**config.mk**
```make
export PLATFORM = sky130hd
export DESIGN_NAME = gbuff_ps_port
export DESIGN_NICKNAME = d
export VERILOG_FILES = /design/src/rtl/gbuff_ps_port.sv
export SDC_FILE = /design/constraint.sdc
export NUM_CORES = 1
export LEC_CHECK = 0
export ABC_AREA = 1
export BUFFER_PORTS_ARGS = -buffer_cell sky130_fd_sc_hd__buf_2
export CELL_PAD_IN_SITES_DETAIL_PLACEMENT = 0
export CELL_PAD_IN_SITES_GLOBAL_PLACEMENT = 1
export CORE_MARGIN = 5
export CORE_UTILIZATION = 34
export CTS_BUF_LIST = sky130_fd_sc_hd__clkbuf_2
export CTS_CLUSTER_SIZE = 8
export DETAILED_ROUTE_END_ITERATION = 8
export GPL_TIMING_DRIVEN = 0
export PLACE_DENSITY_LB_ADDON = 0.15
export SLEW_MARGIN = 40
export SYNTH_ARGS = -nofsm -noshare
export SYNTH_HDL_FRONTEND = slang
export SYNTH_SLANG_ARGS = --single-unit
```
**constraint.sdc**
```tcl
create_clock -name clk_i -period 1.95 [get_ports clk_i]
set_input_delay 0.195 -clock clk_i [delete_from_list [all_inputs] [get_ports clk_i]]
set_output_delay 0.195 -clock clk_i [all_outputs]
set_load 0.05 [all_outputs]
```
**src/rtl/gbuff_ps_port.sv**
```systemverilog
// gbuff_ps_port: PS-side transfer engine for the 32-bit A port of a global
// buffer SRAM. It takes one command at a time, either a burst write or a
// burst read of cmd_len_i consecutive sub-words starting at cmd_addr_i.
//   clk_i, rst_i            clock (shared with buffer clk_a_i), sync active-high reset
//   cmd_*                   command request/accept (valid/ready), direction, address, length
//   s_valid_i/s_ready_o/s_data_i   write-data stream
//   m_valid_o/m_ready_i/m_data_o   read-data stream (full backpressure)
//   busy_o, done_o          engine busy, one-cycle completion pulse
//   en_a_o, we_a_o, addr_a_o, wdata_a_o, rdata_a_i   buffer A port
module gbuff_ps_port #(
  parameter int unsigned AW = 9,
  parameter int unsigned DW = 32,
  parameter int unsigned LW = 10
) (
  input  logic          clk_i,
  input  logic          rst_i,
  input  logic          cmd_valid_i,
  output logic          cmd_ready_o,
  input  logic          cmd_write_i,
  input  logic [AW-1:0] cmd_addr_i,
  input  logic [LW-1:0] cmd_len_i,
  input  logic          s_valid_i,
  output logic          s_ready_o,
  input  logic [DW-1:0] s_data_i,
  output logic          m_valid_o,
  input  logic          m_ready_i,
  output logic [DW-1:0] m_data_o,
  output logic          busy_o,
  output logic          done_o,
  output logic          en_a_o,
  output logic          we_a_o,
  output logic [AW-1:0] addr_a_o,
  output logic [DW-1:0] wdata_a_o,
  input  logic [DW-1:0] rdata_a_i
);

  typedef enum logic [1:0] {IDLE, WR, RD, FIN} state_t;

  state_t        state, state_n;
  logic [AW-1:0] cur_addr;
  logic [LW-1:0] remain;
  logic          inflight;     // read issued last cycle; its data is on rdata_a_i now
  logic [DW-1:0] fifo_mem [2];
  logic          fifo_wp, fifo_rp;
  logic [1:0]    fifo_count;

  logic accept, wr_hs, rd_issue, pop, push, fifo_room;

  // The direction is carried by the WR/RD state itself, so no separate
  // direction register is kept.
  always_comb begin
    state_n     = state;
    accept      = 1'b0;
    wr_hs       = 1'b0;
    rd_issue    = 1'b0;
    pop         = 1'b0;
    s_ready_o   = 1'b0;
    en_a_o      = 1'b0;
    we_a_o      = 1'b0;
    addr_a_o    = '0;
    wdata_a_o   = '0;
    cmd_ready_o = (state == IDLE);
    busy_o      = (state != IDLE);
    done_o      = (state == FIN);
    m_valid_o   = (fifo_count != 2'd0);
    m_data_o    = fifo_mem[fifo_rp];
    push        = inflight;
    fifo_room   = ({1'b0, fifo_count} + {2'b00, inflight}) < 3'd2;

    unique case (state)
      IDLE: begin
        if (cmd_valid_i) begin
          accept = 1'b1;
          if (cmd_len_i == '0)  state_n = FIN;
          else if (cmd_write_i) state_n = WR;
          else                  state_n = RD;
        end
      end
      WR: begin
        // Gated by rst_i so a reset cycle never performs a partial write.
        s_ready_o = (remain != '0) && !rst_i;
        wr_hs     = s_valid_i && s_ready_o;
        en_a_o    = wr_hs;
        we_a_o    = wr_hs;
        addr_a_o  = cur_addr;
        wdata_a_o = s_data_i;
        if (wr_hs && remain == LW'(1)) state_n = FIN;
      end
      RD: begin
        pop      = m_valid_o && m_ready_i;
        // A pop frees a slot this cycle, so an issue is safe even when
        // FIFO plus in-flight read already account for both entries.
        rd_issue = (remain != '0) && (fifo_room || pop) && !rst_i;
        en_a_o   = rd_issue;
        addr_a_o = cur_addr;
        if (remain == '0 && !inflight &&
            (fifo_count == 2'd0 || (fifo_count == 2'd1 && pop)))
          state_n = FIN;
      end
      FIN: state_n = IDLE;
      default: state_n = IDLE;
    endcase
  end

  always_ff @(posedge clk_i) begin
    if (rst_i) begin
      state       <= IDLE;
      cur_addr    <= '0;
      remain      <= '0;
      inflight    <= 1'b0;
      fifo_wp     <= 1'b0;
      fifo_rp     <= 1'b0;
      fifo_count  <= '0;
      fifo_mem[0] <= '0;
      fifo_mem[1] <= '0;
    end else begin
      state    <= state_n;
      inflight <= rd_issue;
      if (accept) begin
        cur_addr <= cmd_addr_i;
        remain   <= cmd_len_i;
      end else if (wr_hs || rd_issue) begin
        cur_addr <= cur_addr + AW'(1);   // wraps silently
        remain   <= remain - LW'(1);
      end
      if (push) begin
        fifo_mem[fifo_wp] <= rdata_a_i;
        fifo_wp           <= ~fifo_wp;
      end
      if (pop) fifo_rp <= ~fifo_rp;
      if (push && !pop)      fifo_count <= fifo_count + 2'd1;
      else if (!push && pop) fifo_count <= fifo_count - 2'd1;
    end
  end

endmodule
```
Word-level counts from Yosys, hierarchy flattened
Memory sizes are Yosys's and may differ from the RTL's. A register that Yosys moved wholly into a read port is not among the register bits.
Index checks and enable logic that the tools add are counted.
{"block": "word_totals", "regBits": 26, "latchBits": 0, "mem_bits_rw": 64, "mem_bits_ro": 0, "in_bits": 89, "output_inout_bits": 80, "wordCells": 84, "mem_count": 1}
{"block": "classes", "addsub": 5, "n_mul": 0, "div": 0, "order_cmp": 1, "n_eq_ne": 8, "shifts": 0, "n_mux": 31, "bitwise": 2, "reduce_logical": 29}
{"name": "fifo_mem", "words": 2, "word_bits": 32, "read_ports": 1, "rd_clocked_by_memory_dff": 1, "write_ports": 2, "line_no": "43", "rtl": "logic [DW-1:0] fifo_mem [2];"}
{"cell": "$mux W32", "n": 2}
{"cell": "$reduce_or A32 Y1", "n": 1}
{"cell": "$mux W9", "n": 3}
{"cell": "$logic_not A10 Y1", "n": 2}
{"cell": "$mux W10", "n": 2}
{"cell": "$mux W1", "n": 15}
{"cell": "$mux W2", "n": 7}
{"cell": "$logic_and A1 B1 Y1", "n": 11}
{"cell": "$eq A10 B1 Y1 const B", "n": 1}
{"cell": "$reduce_bool A10 Y1", "n": 1}
{"cell": "$sub A10 B1 Y10 const B", "n": 1}
{"cell": "$add A9 B1 Y9 const B", "n": 1}
{"cell": "$pmux W2 S4", "n": 1}
{"cell": "$reduce_bool A2 Y1", "n": 4}
{"cell": "$ne A2 B2 Y1 const B", "n": 3}
{"cell": "$eq A2 B1 Y1 const B", "n": 2}
{"cell": "$eq A2 B2 Y1 const B", "n": 2}
{"cell": "$logic_not A2 Y1", "n": 2}
{"cell": "$add A2 B1 Y3", "n": 1}
{"cell": "$logic_not A1 Y1", "n": 3}
{"cell": "$logic_or A1 B1 Y1", "n": 3}
{"cell": "$lt A3 B2 Y1 const B", "n": 1}
{"cell": "$reduce_and A3 Y1", "n": 1}
{"cell": "$add A2 B1 Y2 const B", "n": 1}
{"cell": "other kinds (4)", "n": 5}

Longest topological paths before layout
{"block": "logic_depth", "depth_word": 9, "mapped_depth": 12, "depth_no_buf": 12}

Worst setup path before layout
Ideal clock, no wire load.
{"block": "synth_timing", "path_type": "register to output", "startpoint": "register fifo_count[0]", "endpoint": "output port en_a_o", "arrival_ps": 2701, "required_ps": 1755, "setup_slack_ps": -946, "path_stages_with_launch": 9, "n_path_buf": 1, "path_cell_list": "dfxtp_1 > inv_1 > ha_1 > inv_1 > nand3_1 > nand2_1 > nand3_4 > buf_4 > a21boi_0"}
{"block": "synth_via", "elab_chain_len": 6, "word_cells_on_any_way": 8, "cone_classes": "add/sub: 1; order compare: 1; mux: 1; reduce/logical: 5"}
{"element": "start, declared", "line_no": "45", "rtl": "logic [1:0] fifo_count;"}
{"element": "start signal, assigned", "line_no": "131", "rtl": "if (push && !pop) fifo_count <= fifo_count + 2'd1;"}
{"element": "start signal, assigned", "line_no": "132", "rtl": "else if (!push && pop) fifo_count <= fifo_count - 2'd1;"}
{"element": "$reduce_bool A2 Y1", "line_no": "65", "rtl": "m_valid_o = (fifo_count != 2'd0);"}
{"element": "net m_valid_o", "line_no": "25", "rtl": "output logic m_valid_o,"}
{"element": "$logic_and A1 B1 Y1", "line_no": "90", "rtl": "pop = m_valid_o && m_ready_i;"}
{"element": "$logic_or A1 B1 Y1", "line_no": "93", "rtl": "rd_issue = (remain != '0) && (fifo_room || pop) && !rst_i;"}
{"element": "$logic_and A1 B1 Y1 (2 in a row)", "line_no": "93"}
{"element": "$pmux W1 S2", "line_no": "70", "rtl": "unique case (state)"}
{"element": "end, declared", "line_no": "30", "rtl": "output logic en_a_o,"}
The timed path passes the listed nets, and every way through them passes these cells.

Worst setup path in the final report
{"block": "layout_timing", "startpoint": "register state[0]", "endpoint": "output port en_a_o"}
{"block": "layout_via", "elab_chain_len": 2, "word_cells_on_any_way": 3, "cone_classes": "eq/ne: 2; mux: 1"}
{"element": "start, declared", "line_no": "39", "rtl": "state_t state, state_n;"}
{"element": "start signal, assigned", "line_no": "117", "rtl": "state <= state_n;"}
{"element": "$eq A2 B2 Y1 / $eq A2 B1 Y1 (equally long branches)", "line_no": "70"}
{"element": "$pmux W1 S2 (*)", "line_no": "70"}
Every way passes the cells marked *; elsewhere a longest branch is shown, timed or not.

==> run metrics <==
Slew @ Worst Pin=0.551 ns; setup ws final=-0.169 ns; vias in the first global route=4,746; power per cell area=between 1000 and 1500 nW/um^2; n_diodes=0; Fin. Hold Viols=1; via count=4,720; Post-Synth Adder-Cell Area=0.0280; share of layout cells above drive strength 1=0.462; final period utilization=1.09; utilization after layout=0.584; Synth Area in Compound Gates=0.0283; wire per inst=between 10 and 15 um; Simple-Gate Fraction of Synth Area=0.242; Synth Net Count=approximately 680; CTS H-tree lvls=3; number of synthesized register bits=91; Rows=44; Die Wd=between 100 and 150 um; crit path cell chain=buf_6 -> ha_4 -> buf_12 -> nand4_4 -> buf_8 -> a21boi_4 -> buf_6; vias per cell=~4.6; RSZ-0062 raised after global routing=yes; Rel. slew slack=0.633; CTS tree=built; HP Class=in2reg; Setup crit end kind=output pin; xor/xnor share of the synthesized area=0.0160; crit path time final=2.12 ns; first-pass GRT wire length=23.0 mm; DIE HEIGHT=about 130 um; IO Count=169; clock transition at the registers of the reported paths=0.25 ns; clock buffer depth=2; CP most frequent cell=buf_6; sequential area share after synthesis=0.501; CP Class=reg2out; maximum vdd drop=0.000885 V; Initial DRC Count=227; leading post-synthesis cells by cell area=edfxtp_1 (39%), dfxtp_1 (11%), nand2_1 (9.2%); Initial Util=0.342; final slew viol count=0; status=finished, violations left; clock sinks=91; Die ar.=between 15,000 and 20,000 sq um; First-pass DRT Iterations=4; Critical Path RT=1.75 ns; GP Congestion=0.760; startpoint types=flip-flop; top-area cell type share of the netlist area=0.391; dpl hpwl=around 9.7 mm; Core ar.=14,400 sq um; Netlist cell types=33; area grow syn2layout=70.8%; max_cap viols=0; Buffers on Ports=168; drt drc=0; CTS Root Cell=clkbuf_2; grt ovf=0; Syn Std Cell Area=4920 sq um; Max Freq=0.472 GHz; largest family of logic cells by synthesized area=simple AND/OR/NAND/NOR gates; Synth warnings=0; Nets=948; clk_skew=0.0198 ns; Final ANT Viol Nets=0; Max stage delay on crit path=between 0.4 and 0.5 ns; final WL=15.2 mm; cell taking the most area after synthesis=edfxtp_1; Max FO, Critical Path=4; cts hold-fix bufs=51; Final Power=11,200 uW; Leakage=0.00418 uW; Post-Synthesis Cells=583; Total GRT Usage=0.174; # setup viols final=14; clk_lat worst skew=between 0.5 and 0.6 ns; slowest stage cell, crit path=dfxtp_4; Avg Cell Area, Syn=8.43 sq um; Final Hold Slack=-0.123 ns; crit path DAT=1.92 ns; failing checks=hold timing, setup timing; initial antenna violation count=0; largest net degree at the start of global routing=33; multiplexer area fraction after synthesis=0.0835; total CTS buffers=9
[flip-flops by register name (all words and copies together) (netlist names), named ones only]
signal and flops:
state 2, remain 10, fifo_count 2, fifo_rp 1
inflight 1, fifo_wp 1, fifo_mem 64, cur_addr 9
[final timing paths]
| kind | startpoint | end | slack (ns) | cells past startpoint |
|---|---|---|---|---|
| setup / recovery | state[0] | en_a_o | -0.17 | 7 |
| hold / removal | rst_i | fifo_count[1] | -0.12 | 4 |
| setup reg to reg | inflight | fifo_mem[1][23] | 0.16 | 4 |
| hold reg to reg | fifo_wp | fifo_wp | 0.51 | 2 |
[cell families (layout without fill, tap and decap cells)]
logic type      after synthesis  in the layout
compound gates               26             26
xor+xnor                      9              9
fa+ha+maj                    11             11
buf+inv                     128            396
flops                        91             91
mux                          37             37
simple gates                281            282
[where the power goes]
part	internal (uW)	switching, uW
clock network	424	676
registers	2460	330
logic	3170	4160
total	6060	5170
[timing repair]
action / in CTS / in global routing
setup buffers: 32 / 13
hold endpoints to repair: 84 / 1
setup endpoints to repair: 143 / 159
pin swaps: 29 / 16
gates cloned: 6 / 1
resized for setup: 375 / 99
[per-layer routing]
| metal | track usage | wire length (um) |
|---|---|---|
| met4 | 0.0685 | 288 |
| met3 | 0.0217 | 653 |
| met5 | 0 | 0 |
| met1 | 0.207 | 6120 |
| met2 | 0.318 | 8170 |
[area by class of cell]
class / count / area [sq um]
fillers: 1291 / 5970
inverters: 101 / 394
clock buffers: 9 / 45.0
multi-input cells: 365 / 2410
flip-flops and latches: 91 / 2490
plain buffers: 19 / 151
well taps: 184 / 230
clock inverters: 6 / 90.1
repair buffers: 261 / 2580
[cell usage in the layout (no fill, tap or decap), drive strengths merged]
| cell type | instances |
|---|---|
| o22ai | 1 |
| nor2 | 119 |
| nand4 | 14 |
| inv | 100 |
| nand3 | 23 |
| dlygate4sd3 | 51 |
| mux2 | 32 |
| a21oi | 11 |
| o21ai | 11 |
| clkbuf | 17 |
| xor2 | 7 |
| and3 | 1 |
| nand3b | 1 |
| mux2i | 5 |
| a21o | 1 |
| a21boi | 1 |
| ha | 11 |
| xnor2 | 2 |
| o21bai | 1 |
| clkinv | 3 |
| edfxtp | 64 |
| dfxtp | 27 |
| or2 | 1 |
| clkinvlp | 2 |
| nand2 | 123 |
| bufinv | 2 |
| buf | 221 |
[cells in the mapped netlist]
library cell    n
nand2_1       120
nor2_4          1
nand4_4         1
buf_6           1
nand3_4         2
nand4_1        13
xnor2_1         2
o21bai_1        1
clkinv_1        1
nor2_1        117
edfxtp_1       64
a21oi_1        11
ha_1           11
nand3b_1        1
xor2_1          7
dfxtp_1        27
o22ai_1         1
buf_4           2
a21o_1          1
inv_1         100
nand3_1        21
nand2_4         1
buf_1           6
a21boi_0        1
mux2i_1         5
and3_1          1
buf_2           4
nor2_2          1
mux2_2         32
clkbuf_1       14
or2_2           1
nand2_2         1
o21ai_0        11
[critical path: cells and delay by family (launching register included)]
| kind | cells | cell delay (ns) |
|---|---|---|
| compound gates | 1 | 0.12 |
| fa+ha+maj | 1 | 0.16 |
| buf+inv | 4 | 0.55 |
| flops | 1 | 0.42 |
| simple gates | 1 | 0.12 |
[per-stage QoR]
stage	instances	setup TNS (ns)	setup WS (ns)	cell area, sq um
global route	1036	-7.99	-0.320	8400
floorplan	583	0	0.00970	4940
detailed placement	936	-15.24	-0.296	6040
finish	1036	-1.31	-0.169	8400
global placement	935	-46.78	-0.886	6010
CTS	1036	-6.64	-0.228	8180
Note: power is estimated with default switching activity, not from simulation.
